`src/rtl/castor_dbg_pkg.sv`:
```
// Shared types for the castor32rv debug step/run controller.
// Provides: command opcodes, halt causes, controller states and the
// breakpoint-index width helper used by the controller port list.
package castor_dbg_pkg;

  // Debug command opcodes; encodings 6 and 7 are treated as NOP.
  typedef enum logic [2:0] {
    OP_NOP    = 3'd0,
    OP_HALT   = 3'd1,
    OP_STEP   = 3'd2,
    OP_RUN    = 3'd3,
    OP_SET_BP = 3'd4,
    OP_CLR_BP = 3'd5
  } cmd_op_e;

  typedef enum logic [1:0] {
    CAUSE_NONE       = 2'd0,
    CAUSE_CMD        = 2'd1,
    CAUSE_STEP_DONE  = 2'd2,
    CAUSE_BREAKPOINT = 2'd3
  } halt_cause_e;

  typedef enum logic [1:0] {
    ST_HALTED = 2'd0,
    ST_STEP   = 2'd1,
    ST_RUN    = 2'd2
  } state_e;

  localparam int CMD_ARG_W = 32;

  // Slot index width; a single slot still gets a 1-bit index port.
  function automatic int bp_idx_w(input int num_bp);
    return (num_bp > 1) ? $clog2(num_bp) : 1;
  endfunction

endpackage

```
`src/rtl/castor_bp_match.sv`:
```
// PC breakpoint comparator bank: flags a hit when any enabled slot matches pc_addr.
// Ports: pc_addr (current PC), bp_en (per-slot enable), bp_addr (per-slot address),
//        bp_hit (combinational OR of all enabled matches).
module castor_bp_match #(
  parameter int ADDR_WIDTH = 32,
  parameter int NUM_BP     = 2
) (
  input  logic [ADDR_WIDTH-1:0]             pc_addr,
  input  logic [NUM_BP-1:0]                 bp_en,
  input  logic [NUM_BP-1:0][ADDR_WIDTH-1:0] bp_addr,
  output logic                              bp_hit
);

  always_comb begin
    bp_hit = 1'b0;
    for (int i = 0; i < NUM_BP; i++) begin
      if (bp_en[i] && (pc_addr == bp_addr[i])) bp_hit = 1'b1;
    end
  end

endmodule

```
`src/rtl/castor_step_ctrl.sv`:
```
// Debug step/run controller driving the castor32rv core clock-enable.
// Ports: cmd_* valid/ready command port (HALT/STEP/RUN/SET_BP/CLR_BP), pc_addr from core;
//        core_en, halted, halt_cause, cycles, evt_valid (1-cycle halt event) to core/host.
module castor_step_ctrl
  import castor_dbg_pkg::*;
#(
  parameter int ADDR_WIDTH  = 32,
  parameter int CYCLE_WIDTH = 32,
  parameter int NUM_BP      = 2
) (
  input  logic                          clk,
  input  logic                          rst,
  input  logic                          cmd_valid,
  output logic                          cmd_ready,
  input  logic [2:0]                    cmd_op,
  input  logic [bp_idx_w(NUM_BP)-1:0]   cmd_idx,
  input  logic [CMD_ARG_W-1:0]          cmd_arg,
  input  logic [ADDR_WIDTH-1:0]         pc_addr,
  output logic                          core_en,
  output logic                          halted,
  output logic [1:0]                    halt_cause,
  output logic [CYCLE_WIDTH-1:0]        cycles,
  output logic                          evt_valid
);

  localparam int IDX_W = bp_idx_w(NUM_BP);

  state_e                          state_q, state_d;
  halt_cause_e                     cause_q, cause_d;
  logic                            first_q, first_d;
  logic                            evt_q, evt_d;
  logic [CMD_ARG_W-1:0]            rem_q, rem_d;
  logic [CYCLE_WIDTH-1:0]          cyc_q, cyc_d;
  logic [NUM_BP-1:0]               bp_en_q, bp_en_d;
  logic [NUM_BP-1:0][ADDR_WIDTH-1:0] bp_addr_q, bp_addr_d;

  logic running, op_stalls, accept, bp_hit, bp_take;

  castor_bp_match #(
    .ADDR_WIDTH (ADDR_WIDTH),
    .NUM_BP     (NUM_BP)
  ) u_bp_match (
    .pc_addr (pc_addr),
    .bp_en   (bp_en_q),
    .bp_addr (bp_addr_q),
    .bp_hit  (bp_hit)
  );

  assign running   = (state_q != ST_HALTED);
  // STEP/RUN cannot be queued behind an active run; everything else is absorbed.
  assign op_stalls = (cmd_op == OP_STEP) || (cmd_op == OP_RUN);
  assign cmd_ready = !running || !op_stalls;
  assign accept    = cmd_valid && cmd_ready;
  // The first cycle after resume ignores a hit so the core can leave the bp address.
  assign bp_take   = bp_hit && !first_q;
  assign core_en   = running && !bp_take;

  assign halted     = !running;
  assign halt_cause = cause_q;
  assign cycles     = cyc_q;
  assign evt_valid  = evt_q;

  always_comb begin
    state_d   = state_q;
    cause_d   = cause_q;
    first_d   = first_q;
    evt_d     = 1'b0;
    rem_d     = rem_q;
    cyc_d     = cyc_q;
    bp_en_d   = bp_en_q;
    bp_addr_d = bp_addr_q;

    // Breakpoint table updates are legal in any state; out-of-range slots match nothing.
    if (accept && ((cmd_op == OP_SET_BP) || (cmd_op == OP_CLR_BP))) begin
      for (int i = 0; i < NUM_BP; i++) begin
        if (cmd_idx == IDX_W'(i)) begin
          bp_en_d[i] = (cmd_op == OP_SET_BP);
          if (cmd_op == OP_SET_BP) bp_addr_d[i] = cmd_arg[ADDR_WIDTH-1:0];
        end
      end
    end

    if (!running) begin
      if (accept && (cmd_op == OP_STEP)) begin
        state_d = ST_STEP;
        rem_d   = (cmd_arg == '0) ? CMD_ARG_W'(1) : cmd_arg;
        first_d = 1'b1;
        cause_d = CAUSE_NONE;
      end else if (accept && (cmd_op == OP_RUN)) begin
        state_d = ST_RUN;
        first_d = 1'b1;
        cause_d = CAUSE_NONE;
      end
    end else begin
      first_d = 1'b0;
      if (core_en) begin
        cyc_d = cyc_q + CYCLE_WIDTH'(1);
        if (state_q == ST_STEP) rem_d = rem_q - CMD_ARG_W'(1);
      end
      // Halt priority: breakpoint, then accepted HALT, then step exhaustion.
      if (bp_take) begin
        state_d = ST_HALTED;
        cause_d = CAUSE_BREAKPOINT;
        evt_d   = 1'b1;
      end else if (accept && (cmd_op == OP_HALT)) begin
        state_d = ST_HALTED;
        cause_d = CAUSE_CMD;
        evt_d   = 1'b1;
      end else if ((state_q == ST_STEP) && core_en && (rem_q == CMD_ARG_W'(1))) begin
        state_d = ST_HALTED;
        cause_d = CAUSE_STEP_DONE;
        evt_d   = 1'b1;
      end
    end
  end

  always_ff @(posedge clk) begin
    if (rst) begin
      state_q   <= ST_HALTED;
      cause_q   <= CAUSE_NONE;
      first_q   <= 1'b0;
      evt_q     <= 1'b0;
      rem_q     <= '0;
      cyc_q     <= '0;
      bp_en_q   <= '0;
      bp_addr_q <= '0;
    end else begin
      state_q   <= state_d;
      cause_q   <= cause_d;
      first_q   <= first_d;
      evt_q     <= evt_d;
      rem_q     <= rem_d;
      cyc_q     <= cyc_d;
      bp_en_q   <= bp_en_d;
      bp_addr_q <= bp_addr_d;
    end
  end

endmodule

```
`config.mk`:
```
export PLATFORM = sky130hd
export DESIGN_NAME = castor_step_ctrl
export DESIGN_NICKNAME = d
export VERILOG_FILES = /design/src/rtl/castor_dbg_pkg.sv /design/src/rtl/castor_bp_match.sv /design/src/rtl/castor_step_ctrl.sv
export SDC_FILE = /design/constraint.sdc
export NUM_CORES = 1
export LEC_CHECK = 0
export ABC_CLOCK_PERIOD_IN_PS = 4500
export CORE_MARGIN = 5
export CORE_UTILIZATION = 25
export CTS_CLUSTER_SIZE = 10
export DETAILED_ROUTE_END_ITERATION = 8
export SLEW_MARGIN = 0
export SYNTH_ARGS = -nofsm -noshare
export SYNTH_HDL_FRONTEND = slang
export SYNTH_SLANG_ARGS = --single-unit
```
`constraint.sdc`:
```
create_clock -name clk -period 4.5 [get_ports clk]
set_clock_uncertainty 0.1 [all_clocks]
set_input_delay 0.675 -clock clk [delete_from_list [all_inputs] [get_ports clk]]
set_output_delay 0.675 -clock clk [all_outputs]
set_load 0.02 [all_outputs]
```
==> results_tabular.tex <==
\begin{tabular}{lr}
\hline
Metric & Value \\
\hline
\multicolumn{2}{l}{\textbf{Yosys}} \\
Cell taking the most area after synthesis & dfxtp\_1 \\
Cell with the most instances after synthesis & nand2\_1 \\
Share of synthesized area spent on multiplexers & less than 1\% \\
Leading register cell type out of synthesis & dfxtp\_1 \\
Combinational family with the most area after synthesis & simple AND/OR/NAND/NOR gates \\
Instance count of the mapped netlist & between 800 and 900 \\
Total number of yosys warnings & 0 \\
Post-synth net total & a little under 1000 \\
Area share of and/or/nand/nor cells after synthesis & a little over a quarter \\
Area share of xor/xnor cells in the synthesized design & 8.96\% \\
Yosys cell types & 64 \\
Share of synthesized cell area in full adder, half adder and majority cells & less than 1\% \\
Top cells by count, synth & nand2\_1 (170), dfxtp\_1 (136), a21oi\_1 (114), xnor2\_1 (58), nor2\_1 (53) \\
Syn Std Cell Area & slightly above 7000 um2 \\
Post-synthesis sequential area ratio & 38.7\% \\
Number of register bits inferred by synthesis & 136 \\
Compound-Gate Fraction of Synth Area & about a fifth \\
Fraction of registers with async set/reset & 0\% \\
Synth area leaders & dfxtp\_1 (39\%), nand2\_1 (9.1\%), a21oi\_1 (8.1\%) \\
Number of flops mapped to enable cells by yosys & 0 \\
Syn Area/Cell & around 7.9 um2 \\
Top cell type's share of synthesized area & 38.7\% \\
\multicolumn{2}{l}{\textbf{Critical path}} \\
Crit path depth & 8 \\
Critical Path End & core\_en \\
Launch point of the worst reg-to-reg path & state\_q[1] \\
Worst r2r dst & rem\_q[2] \\
WP data required & approximately 3700 ps \\
Max FO, Critical Path & 6 \\
Type of destination of the critical path & output port \\
Logic depth of the worst register-to-register path & 9 \\
WS Path Type & in2out \\
Crit path cell chain & clkdlybuf4s50\_1 > xnor2\_1 > nand4\_1 > nor4\_1 > nand4\_1 > nand3\_1 > inv\_1 > clkdlybuf4s50\_1 \\
R2R setup slack & 1290 ps \\
Buf+Inv Stages, Crit Path & 3 \\
Critical Path Start & pc\_addr[22] \\
Data arrival, critical path & 3200 ps \\
Startpoint type of the worst setup path & input pin \\
Slowest cell on crit path & clkdlybuf4s50\_1 \\
Worst path top cell family by delay & buffers and inverters \\
Crit-path max cell delay & between 500 and 600 ps \\
\multicolumn{2}{l}{\textbf{Route}} \\
Per-cell routed wire length & roughly 17 um \\
DR DRC count & 0 \\
Via Count & a little under 7000 \\
Residual antenna-violating net count after detailed routing & 0 \\
Post-detailed-route via-to-cell ratio & about 5 \\
Drt total wl & around 23000 um \\
Number of detailed-route iterations in the first pass & 7 \\
Violation count after the first detailed-routing iteration & about 570 \\
\multicolumn{2}{l}{\textbf{CTS}} \\
Number of sinks driven by the clock tree & between 100 and 150 \\
Clock slew seen by the registers of the worst setup and hold paths & about 60 ps \\
Maximum level of the CTS H-tree & 4 \\
Maximum clock path buffer count & 2 \\
Clock Root Buffer & clkbuf\_16 \\
Post-CTS resize count & 0 \\
CTS Buf Count & 17 \\
Clock latency on the worst-skew pair & 430 ps \\
Hold-fix buffers at CTS & 0 \\
Buffers inserted by post-CTS timing repair & 0 \\
CTS tree & yes \\
\multicolumn{2}{l}{\textbf{Floorplanning}} \\
Die Y & between 150 and 200 um \\
Die area & between 30000 and 40000 um2 \\
Effective utilization at floorplan & 25.3\% \\
Horizontal extent of the die & 178 um \\
Boundary Pins & about 110 \\
Number of rows created at floorplan & between 60 and 70 \\
Placeable core region & roughly 28000 um2 \\
\multicolumn{2}{l}{\textbf{Place}} \\
Place WS & roughly 490 ps \\
Placed cell count & around 1300 \\
Gp weighted congestion & $\sim$0.83 \\
Number of input and output port buffers inserted & approximately 110 \\
Area of placed instances & roughly 8500 um2 \\
Detailed Place HPWL & around 17000 um \\
\multicolumn{2}{l}{\textbf{Global routing}} \\
Layer with the highest usage after global routing & met2 \\
Global Route met1 Usage & 19.7\% \\
Total grt overflow & 0 \\
All-layer global routing usage & around 15\% \\
Vias in the first global route & around 6400 \\
Number of antenna violations at the first check in global routing & 1 \\
Met2 Use GR & between 20\% and 30\% \\
First-pass GRT wire length & around 37000 um \\
Maximum number of pins on one net before global-route repair & slightly below 90 \\
Met3 usage & under 10\% \\
\multicolumn{2}{l}{\textbf{Hold path}} \\
Worst hold path type & reg2reg \\
\multicolumn{2}{l}{\textbf{STA}} \\
Pin slew with the least headroom to its limit & around 1100 ps \\
Max-slew headroom at the worst pin & slightly below 30\% \\
Final Hold Vio Count & 0 \\
Number of failing setup endpoints in the final timing report & 0 \\
Worst path setup slack after routing & 521 ps \\
RSZ-0062 raised after global routing & false \\
Tcrit/Tclk final & around nine tenths \\
Summed negative setup slack over all endpoints & 0 ps \\
Number of max-slew violations in the final report & 0 \\
Timing-limited maximum frequency & 251 MHz \\
Min cycle time layout & 3980 ps \\
\multicolumn{2}{l}{\textbf{Pwr}} \\
Leakage power & a little under 3 nW \\
Overall power after layout & between 3 and 4 mW \\
Maximum VDD drop & about 250 uV \\
Power density over the cells & between 300 and 400 nW/um2 \\
\multicolumn{2}{l}{\textbf{Final layout}} \\
Post-route cell area & between 9000 and 10000 um2 \\
Number of filler cells placed in the layout & $\sim$3000 \\
Final cell count without fillers & approximately 1400 \\
Nets & $\sim$1100 \\
Area used by multi-input combinational logic & between 3000 and 4000 um2 \\
Area growth, synth to finish & 28.8\% \\
Share of cells above drive strength 1 & under 10\% \\
Antenna Cells & 0 \\
Register area & roughly 2700 um2 \\
\multicolumn{2}{l}{\textbf{Outcome}} \\
Result of the run & completed \\
\multicolumn{2}{l}{\textbf{Run}} \\
Max cap viols & 0 \\
\hline
\end{tabular}
[flip-flops by register name, summed over array words and instances, names as in the netlist]
| name | flops |
|---|---|
| state_q | 2 |
| cycles | 32 |
| bp_addr_q | 64 |
| rem_q | 32 |
| evt_valid | 1 |
| halt_cause | 2 |
| first_q | 1 |
| bp_en_q | 2 |
[logic make-up after synthesis]
| family | Yosys count |
|---|---|
| flip-flops | 136 |
| multiplexers | 5 |
| AO/OA/AOI/OAI | 219 |
| adder cells (fa/ha/maj) | 3 |
| AND/OR/NAND/NOR | 380 |
| buffers and inverters | 78 |
| XOR/XNOR | 72 |
[through the flow]
stage	hold WS, ps	utilization, %
after detailed placement	355	30.5
after floorplan	332	-
after CTS	362	32.6
after global routing	380	32.6
final	359	32.6
after global placement	349	30.5
[worst min-delay path: cells and delay by family (launching register included)]
family	cells	cell delay, ps
flip-flops	1	310
AO/OA/AOI/OAI	1	50
AND/OR/NAND/NOR	1	50
[report_power, final]
part           internal, mW  switching, mW  leakage [nW]
Clock                 0.794          0.632         0.289
Combinational         0.183          0.265          1.52
Sequential             1.23         0.0244          1.10
[layout make-up]
type                            instances  share of cell area [%]
Sequential cell                       136                    30.0
Clock inverter                         15                    1.93
Tap cell                              378                    5.22
Clock buffer                           17                    4.69
Multi-Input combinational cell        679                    44.1
Inverter                               21                   0.870
Timing Repair Buffer                  123                    13.1
[routing by layer]
layer	routed length (um)	share of wire, %
met2	10700	46
met4	828	3.5
met1	10400	45
met5	13	0.056
met3	1340	5.8
[how the worst min path moves through the flow]
stage	cells past startpoint	startpoint	end	slack [ps]
global route	2	bp_en_q[1]	bp_en_q[1]	380
global placement	2	bp_en_q[1]	bp_en_q[1]	350
detailed placement	2	bp_en_q[1]	bp_en_q[1]	350
finish	2	bp_en_q[1]	bp_en_q[1]	360
floorplan	2	bp_en_q[1]	bp_en_q[1]	330
CTS	2	bp_en_q[1]	bp_en_q[1]	360
[cell usage in the layout, fill, tap and decap left out, drive strengths merged, types with 4 or more instances in the layout]
cell / synthesis / final
o32ai: 7 / 7
xor2: 14 / 14
o22ai: 4 / 4
and3: 6 / 6
inv: 20 / 29
nand4: 29 / 29
mux2: 5 / 5
clkbuf: 45 / 17
o21ai: 30 / 30
nand2: 170 / 170
or3: 13 / 13
xnor2: 58 / 58
clkinv: 1 / 4
nor2: 53 / 53
a32o: 14 / 14
nor4: 23 / 23
o31ai: 12 / 12
a211oi: 12 / 12
nor3: 22 / 22
clkdlybuf4s50: 0 / 107
dfxtp: 136 / 136
a22oi: 7 / 7
or2: 5 / 5
a21oi: 114 / 114
nand3: 23 / 23
buf: 12 / 16
o21a: 4 / 4
or4: 16 / 16
nor2b: 5 / 5
Power figures use the tool's default switching activity.
